--- config.mk ---
export PLATFORM = sky130hd
export DESIGN_NAME = pwm_deadtime_comparator
export DESIGN_NICKNAME = d
export VERILOG_FILES = /design/src/rtl/pwm_pkg.sv /design/src/rtl/carrier_edge_detect.sv /design/src/rtl/pwm_deadtime_comparator.sv
export SDC_FILE = /design/constraint.sdc
export NUM_CORES = 1
export LEC_CHECK = 0
export ABC_AREA = 1
export BUFFER_PORTS_ARGS = -buffer_cell sky130_fd_sc_hd__buf_4
export CAP_MARGIN = 20
export CORE_ASPECT_RATIO = 0.8
export CORE_MARGIN = 5
export CORE_UTILIZATION = 25
export CTS_BUF_LIST = sky130_fd_sc_hd__clkbuf_16
export DETAILED_ROUTE_END_ITERATION = 10
export GPL_TIMING_DRIVEN = 0
export SETUP_SLACK_MARGIN = 0.02
export SLEW_MARGIN = 40
export SYNTH_ARGS = -nofsm -noshare
export SYNTH_HDL_FRONTEND = slang
export SYNTH_SLANG_ARGS = --single-unit
--- constraint.sdc ---
create_clock -name clk -period 3.9 [get_ports clk]
set_input_delay 0 -clock clk [delete_from_list [all_inputs] [get_ports clk]]
set_output_delay 0 -clock clk [all_outputs]
set_load 0.01 [all_outputs]
--- src/rtl/pwm_pkg.sv ---
// Shared PWM definitions: gate FSM encoding and default carrier/dead-time sizing.
package pwm_pkg;

  localparam int CLK_HZ       = 50_000_000;
  localparam int PWM_WIDTH    = 8;
  localparam int PWM_DEADTIME = 50;

  typedef enum logic [1:0] {
    ST_IDLE  = 2'd0,
    ST_DT    = 2'd1,
    ST_HI_ON = 2'd2,
    ST_LO_ON = 2'd3
  } pwm_state_e;

endpackage

--- src/rtl/carrier_edge_detect.sv ---
// Tracks the slope of the triangular carrier and flags valley/peak turnarounds
// combinationally in the cycle the reversed sample arrives.
module carrier_edge_detect #(
  parameter int WIDTH = 8
) (
  input  logic             clk,
  input  logic             reset_n,
  input  logic [WIDTH-1:0] carrier,
  output logic             valley,
  output logic             peak
);

  logic [WIDTH-1:0] carrier_prev_reg;
  logic             slope_up_reg;
  logic             slope_up_next;

  // Equal consecutive samples satisfy neither compare, so plateaus hold the slope.
  assign valley = !slope_up_reg && (carrier > carrier_prev_reg);
  assign peak   =  slope_up_reg && (carrier < carrier_prev_reg);

  always_comb begin
    slope_up_next = slope_up_reg;
    if (valley) begin
      slope_up_next = 1'b1;
    end else if (peak) begin
      slope_up_next = 1'b0;
    end
  end

  always_ff @(posedge clk or negedge reset_n) begin
    if (!reset_n) begin
      carrier_prev_reg <= '0;
      slope_up_reg     <= 1'b1;
    end else begin
      carrier_prev_reg <= carrier;
      slope_up_reg     <= slope_up_next;
    end
  end

endmodule

--- src/rtl/pwm_deadtime_comparator.sv ---
// Carrier/reference comparator driving a complementary gate pair with
// programmable dead time, a shadowed reference and a per-period sync pulse.
module pwm_deadtime_comparator
  import pwm_pkg::*;
#(
  parameter int WIDTH        = PWM_WIDTH,
  parameter int DEADTIME     = PWM_DEADTIME,
  parameter int DT_W         = 8,
  parameter int LOAD_ON_PEAK = 0
) (
  input  logic             clk,
  input  logic             reset_n,
  input  logic             enable,
  input  logic [WIDTH-1:0] carrier,
  input  logic [WIDTH-1:0] ref_in,
  output logic             gate_hi,
  output logic             gate_lo,
  output logic             period_sync,
  output logic [WIDTH-1:0] ref_active
);

  localparam logic [DT_W-1:0] DT_LOAD = DT_W'(DEADTIME);
  localparam logic [DT_W-1:0] DT_ONE  = DT_W'(1);

  logic             valley;
  logic             peak;
  logic             load_event;
  logic [WIDTH-1:0] ref_active_reg;
  logic             period_sync_reg;
  logic             raw_q_reg;
  pwm_state_e       state_reg;
  pwm_state_e       state_next;
  logic [DT_W-1:0]  dt_cnt_reg;
  logic [DT_W-1:0]  dt_cnt_next;

  carrier_edge_detect #(
    .WIDTH (WIDTH)
  ) u_edge (
    .clk     (clk),
    .reset_n (reset_n),
    .carrier (carrier),
    .valley  (valley),
    .peak    (peak)
  );

  assign load_event = valley || ((LOAD_ON_PEAK != 0) && peak);

  always_ff @(posedge clk or negedge reset_n) begin
    if (!reset_n) begin
      ref_active_reg  <= '0;
      period_sync_reg <= 1'b0;
      raw_q_reg       <= 1'b0;
      state_reg       <= ST_IDLE;
      dt_cnt_reg      <= '0;
    end else begin
      period_sync_reg <= valley;
      if (load_event) begin
        ref_active_reg <= ref_in;
      end
      raw_q_reg       <= (ref_active_reg > carrier);
      state_reg       <= state_next;
      dt_cnt_reg      <= dt_cnt_next;
    end
  end

  // The dead interval ignores raw_q until its last cycle, so comparator
  // chatter inside the band can never shorten it.
  always_comb begin
    state_next  = state_reg;
    dt_cnt_next = dt_cnt_reg;
    if (!enable) begin
      state_next = ST_IDLE;
    end else begin
      case (state_reg)
        ST_IDLE: begin
          state_next  = ST_DT;
          dt_cnt_next = DT_LOAD;
        end
        ST_DT: begin
          dt_cnt_next = dt_cnt_reg - DT_ONE;
          if (dt_cnt_reg == DT_ONE) begin
            state_next = raw_q_reg ? ST_HI_ON : ST_LO_ON;
          end
        end
        ST_HI_ON: begin
          if (!raw_q_reg) begin
            state_next  = ST_DT;
            dt_cnt_next = DT_LOAD;
          end
        end
        ST_LO_ON: begin
          if (raw_q_reg) begin
            state_next  = ST_DT;
            dt_cnt_next = DT_LOAD;
          end
        end
        default: state_next = ST_IDLE;
      endcase
    end
  end

  // Decoding straight from the state flops lets the async reset drop the gates at once.
  assign gate_hi     = (state_reg == ST_HI_ON);
  assign gate_lo     = (state_reg == ST_LO_ON);
  assign period_sync = period_sync_reg;
  assign ref_active  = ref_active_reg;

endmodule

==> results of run 1 <==
-- synthesized netlist by cell type --
cell | count | area share
o21a_1 | 1 | 0.0045
nand2_2 | 2 | 0.0075
nand2_1 | 51 | 0.12
inv_1 | 36 | 0.081
ha_1 | 18 | 0.14
o21ai_1 | 4 | 0.012
dfrtp_1 | 28 | 0.42
nor2_1 | 11 | 0.025
nor2_2 | 2 | 0.0075
buf_6 | 1 | 0.0068
a21oi_4 | 1 | 0.0098
inv_2 | 4 | 0.0090
o21ai_2 | 2 | 0.011
nand3_1 | 21 | 0.063
nor3_2 | 1 | 0.0060
a21oi_1 | 6 | 0.018
nand2_4 | 1 | 0.0068
a22oi_1 | 1 | 0.0045
a21o_1 | 1 | 0.0045
xor2_1 | 1 | 0.0053
nor2_4 | 1 | 0.0068
nand4_1 | 4 | 0.015
o21ai_0 | 1 | 0.0030
nor3_1 | 2 | 0.0060
dfstp_2 | 1 | 0.016
-- power breakdown --
group          switching [mW]  internal [mW]  leakage [nW]
combinational           0.233          0.172         0.817
clock                   0.128          0.229        0.0738
sequential             0.0682          0.373         0.350
-- worst max-delay path by stage --
stage / from / to / cells after the start
2_1_floorplan: u_edge.carrier_prev_reg[7]$_DFF_PN0_ / ref_active[1]$_DFFE_PN0P_ / 9
3_3_place_gp: u_edge.carrier_prev_reg[7]$_DFF_PN0_ / ref_active[7]$_DFFE_PN0P_ / 9
3_5_place_dp: u_edge.carrier_prev_reg[7]$_DFF_PN0_ / ref_active[6]$_DFFE_PN0P_ / 9
4_1_cts: carrier[7] / ref_active[6]$_DFFE_PN0P_ / 10
5_1_grt: carrier[7] / ref_active[0]$_DFFE_PN0P_ / 10
6_report: carrier[7] / ref_active[6]$_DFFE_PN0P_ / 10
-- layout by cell type, fill, tap and decap left out, types with 2 or more instances in the layout --
cell           Yosys  layout
inv_2              4       4
ha_1              18      18
nand3_1           21      21
dfrtp_1           28      28
inv_1             36      38
clkbuf_16          0       5
o21ai_2            2       2
nand2_1           51      51
a21oi_1            6       6
dlygate4sd3_1      0      18
nor2_1            11      11
nor3_1             2       2
buf_4              0      29
o21ai_1            4       4
nand2_2            2       2
nor2_2             2       2
nand4_1            4       4
-- per-layer routing --
metal,share of wire,track usage,up-vias
li1,-,-,750
met1,0.52,0.1449,639
met2,0.43,0.1419,17
met3,0.036,0.02429,5
met4,0.014,0.03261,0
met5,0,0,-
-- critical path, delay by kind of cell --
kind | cells | cell delay [ps]
and+or+nand+nor | 7 | 850
buffers and inverters | 2 | 690
adders and majority gates | 1 | 290
-- logic make-up after synthesis --
family                     Yosys count  synth area share
DFF                                 29            0.4368
adders and majority gates           18            0.1353
AOI/OAI and AO/OA                   17           0.06693
and+or+nand+nor                     96            0.2586
buffers and inverters               41           0.09699
xor gates and xnor gates             1          0.005264
-- stage by stage --
| step | hold WS, ps | util | power [mW] |
|---|---|---|---|
| finish | 201.6 | 0.3576 | 1.202 |
| global placement | -50.99 | 0.3085 | 0.8274 |
| CTS | 205.7 | 0.3576 | 1.214 |
| detailed placement | -51.78 | 0.3085 | 0.8353 |
| floorplan | -295.6 | - | 0.6882 |
| global route | 254.1 | 0.3576 | 1.299 |
-- final cells by class --
cell class / count / area, um^2 / area share
inverters: 40 / 150.1 / 0.06518
repair buffers: 47 / 397.9 / 0.1727
clock buffers: 5 / 125.1 / 0.05432
multi-input cells: 132 / 775.7 / 0.3368
plain buffers: 1 / 11.26 / 0.004889
clock inverters: 3 / 11.26 / 0.004889
well taps: 84 / 105.1 / 0.04563
flip-flops and latches: 29 / 726.9 / 0.3156
==> impl_metrics.ini, run 1 <==
[drt]
route.detailed.drc = 0
vias = 1411
drt_wl_total_mm = 3.672
drtIter0Drc = 73
drt-pass1-iter-count = 4
antenna_left = 0
wire_per_inst_um = 10.77
drt-vias-per-instance = 4.138

[setup_path]
path_cells = dlygate4sd3_1 -> buf_4 -> ha_1 -> nand2_1 -> nor2_2 -> nand2_1 -> nand2_2 -> nand2_4 -> nand2_1 -> nand2_1
critPathMaxFanout = 10
critPathArrivalTime_ps = 1830
reg2reg_depth = 9
critPathSlowestCell = dlygate4sd3_1
cp-end-kind = flop
reg2reg_slack_ps = 2310
path_common_cell = nand2_1
rr_startpoint = u_edge.carrier_prev_reg[7]$_DFF_PN0_
r2r_end = ref_active[6]$_DFFE_PN0P_
crit_type = in -> reg
start_kind = input port
critical_path.max_stage_delay_ps = 540
required_ps = 4060

[cts]
cts_hold_buf = 18
cts_sinks = 29
cts.clk_slew.worst_paths_ps = 50
root_buffer = clkbuf_16
cts_tree = built
cts-buffers-inserted = 5
clock_latency_ps = 270
htree_levels = 2
cts.path.max_buffers = 2
cts_setup_buffers = 0
cts_resized = 0

[sta]
finalSetupViolCount = 0
period_share = 0.4281
fin_ws_ps = 2230
finalSetupTns_ps = 0
worst_pin_slew_ps = 375.5
finalHoldViolations = 0
max_freq_ghz = 0.5989
worst_clock_skew_ps = 5.854
rsz0062_at_grt = false
maxSlewHeadroom = 0.7497
finalCriticalPeriod_ps = 1670
maxSlewViolCount = 0

[power]
p_leak_nw = 1.241
p_per_area_nw_per_um2 = 521.8
ir_worst_vdd_mv = 0.1658

[finish]
drive_above_1_share = 0.1946
n_antenna_cell = 0
fin_nets = 293
fillers = 671
finalInstanceArea_um2 = 2303
area_growth_pct = 38.42
final_cells = 341

[grt]
overflow = 0
grt_max_degree = 30
grt_usage = 0.09940
first_global_vias = 1458
grt_pass1_wl_mm = 6.789
antenna_found_initial = 0

[outcome]
status = complete, no violations

[job]
cap_violations = 0

[placed_design]
dpl.hpwl_mm = 2.708
gp_congestion = 0.7511
portBuffers = 29
dp_slack_ps = 2325
dp_cells = 315
placed_cell_area_um2 = 1987

[yosys]
yosysSeqAreaShare = 0.4368
yosys_warnings = 0
synth.distinct_cells = 25
synth-seq-cells = 29
syn_nets = 239
synth.avg_cell_area_um2 = 8.238
syn-cell-area_um2 = 1664
synthCells = 202

[floorplan]
fp.dieH_um = 82.98
core_um2 = 6441
die-area_um2 = 8398
initial_core_util = 0.2584
fp.dieW_um = 101.2
fp-row-count = 26
io-pin-count = 30

[worst_hold_path]
hold_class = in -> async
Power figures use the tool's default switching activity.
==> run 2: changes to the inputs <==
==> constraint.sdc (replaced) <==
create_clock -name clk -period 1.7 [get_ports clk]
set_input_delay 0 -clock clk [delete_from_list [all_inputs] [get_ports clk]]
set_output_delay 0 -clock clk [all_outputs]
set_load 0.01 [all_outputs]
==> impl_metrics.ini, run 2 (synthesis results as in run 1) <==
[outcome]
status = complete, no violations

[drt]
drtIter0Drc = 60
drt_wl_total_mm = 3.760
drt-pass1-iter-count = 4
route.detailed.drc = 0
antenna_left = 0
wire_per_inst_um = 10.74
vias = 1454
drt-vias-per-instance = 4.154

[placed_design]
gp_congestion = 0.7511
portBuffers = 29
dpl.hpwl_mm = 2.708

[finish]
n_antenna_cell = 0
fillers = 664
fin_nets = 302
drive_above_1_share = 0.2256
layout_commonest_cell = nand2_1
multi_input_area_um2 = 788.3
final_cell_mix = nand2_1, inv_1, buf_4
utilization = 0.3700
final-seq-area_um2 = 726.9
area_growth_pct = 43.23

[sta]
finalCriticalPeriod_ps = 1570
maxSlewHeadroom = 0.7461
maxSlewViolCount = 0
rsz0062_at_grt = false
max_freq_ghz = 0.6368
worst_pin_slew_ps = 380.8
finalHoldViolations = 0
period_share = 0.9237
worst_clock_skew_ps = 5.270
finalSetupViolCount = 0
finalSetupTns_ps = 0

[setup_path]
cp-end-kind = flop
reg2reg_depth = 9
critical_path.max_stage_delay_ps = 540
path_common_cell = nand2_1
required_ps = 1860
crit_buf_inv = 2
critPathMaxFanout = 9
start_kind = input port
crit_type = in -> reg
critPathArrivalTime_ps = 1730
critical-path-top-delay-family = buffers and inverters
path_cells = dlygate4sd3_1 -> buf_4 -> ha_1 -> nand2_1 -> nor2_4 -> a21oi_4 -> nand2_4 -> nand2_1 -> nand2_1
critPathSlowestCell = dlygate4sd3_1
cp_num_cells = 9

[grt]
grt_pass1_wl_mm = 6.789
grt_usage = 0.09940
grt_max_degree = 30
first_global_vias = 1458
use_met1 = 0.1449
antenna_found_initial = 0
overflow = 0
grtUsageMet3 = 0.02429
busiest_layer = met1
grt_util_met2 = 0.1419

[cts]
htree_levels = 2
clock_latency_ps = 270
cts_tree = built
root_buffer = clkbuf_16
cts.path.max_buffers = 2
cts.clk_slew.worst_paths_ps = 50
cts-buffers-inserted = 5
cts_sinks = 29

[floorplan]
initial_core_util = 0.2584
fp.dieH_um = 82.98
fp-row-count = 26
core_um2 = 6441
io-pin-count = 30
die-area_um2 = 8398
fp.dieW_um = 101.2

[worst_hold_path]
hold_class = in -> async

[power]
p_per_area_nw_per_um2 = 1178
p_leak_nw = 1.286
ir_worst_vdd_mv = 0.4002

[job]
cap_violations = 0
## run 2: cell count changes in the layout (fill, tap and decap cells not counted)
cell,delta
nor2_1,-1
nand2_4,+1
nand2_2,-1
nor2_4,+1
buf_4,+9
## run 2: final cells by class
class	count	share of cell area
inverter	40	0.06299
tap	84	0.04409
timing repair buffer	56	0.1953
multi-input combinational	132	0.3307
buffer	1	0.004724
sequential	29	0.3050
clock inverter	3	0.004724
clock buffer	5	0.05249
## run 2: through the flow
stage	setup slack (ps)	std cells	power (mW)	hold WS (ps)	instance area [um^2]
floorplan	330.2	202	1.579	-295.6	1664
global placement	148.6	315	1.898	-50.99	1987
detailed placement	124.8	315	1.916	-51.78	1987
CTS	51.54	341	2.784	205.7	2303
global route	0.2611	350	3.036	254.1	2384
finish	129.7	350	2.807	202.5	2384
## run 2: what timing repair did
item / in CTS / in global routing
hold buffers: 18 / 0
setup buffers: 0 / 9
gates resized for setup: 0 / 3
setup endpoints to repair: 0 / 9
hold endpoints to repair: 47 / 0
## run 2: layer usage
metal / wire, um / vias to the layer above
met2: 1614 / 26
met1: 1912 / 655
met3: 183 / 4
met4: 50 / 0
met5: 0 / -
li1: - / 769
## run 2: final timing paths
check	from	to	slack (ps)
setup / recovery	carrier[7]	ref_active[6]$_DFFE_PN0P_	130
hold / removal	reset_n	ref_active[7]$_DFFE_PN0P_	200
setup reg to reg	u_edge.carrier_prev_reg[5]$_DFF_PN0_	ref_active[6]$_DFFE_PN0P_	220
hold reg to reg	ref_active[0]$_DFFE_PN0P_	ref_active[0]$_DFFE_PN0P_	500
max in group asynchronous	reset_n	u_edge.slope_up_reg$_DFFE_PN1P_	1180
min in group clk	carrier[2]	u_edge.carrier_prev_reg[2]$_DFF_PN0_	400
## run 2: power by group
group / internal (mW) / switching (mW) / leakage [nW]
Combinational: 0.433 / 0.550 / 0.861
Sequential: 0.855 / 0.156 / 0.350
Clock: 0.524 / 0.289 / 0.0738
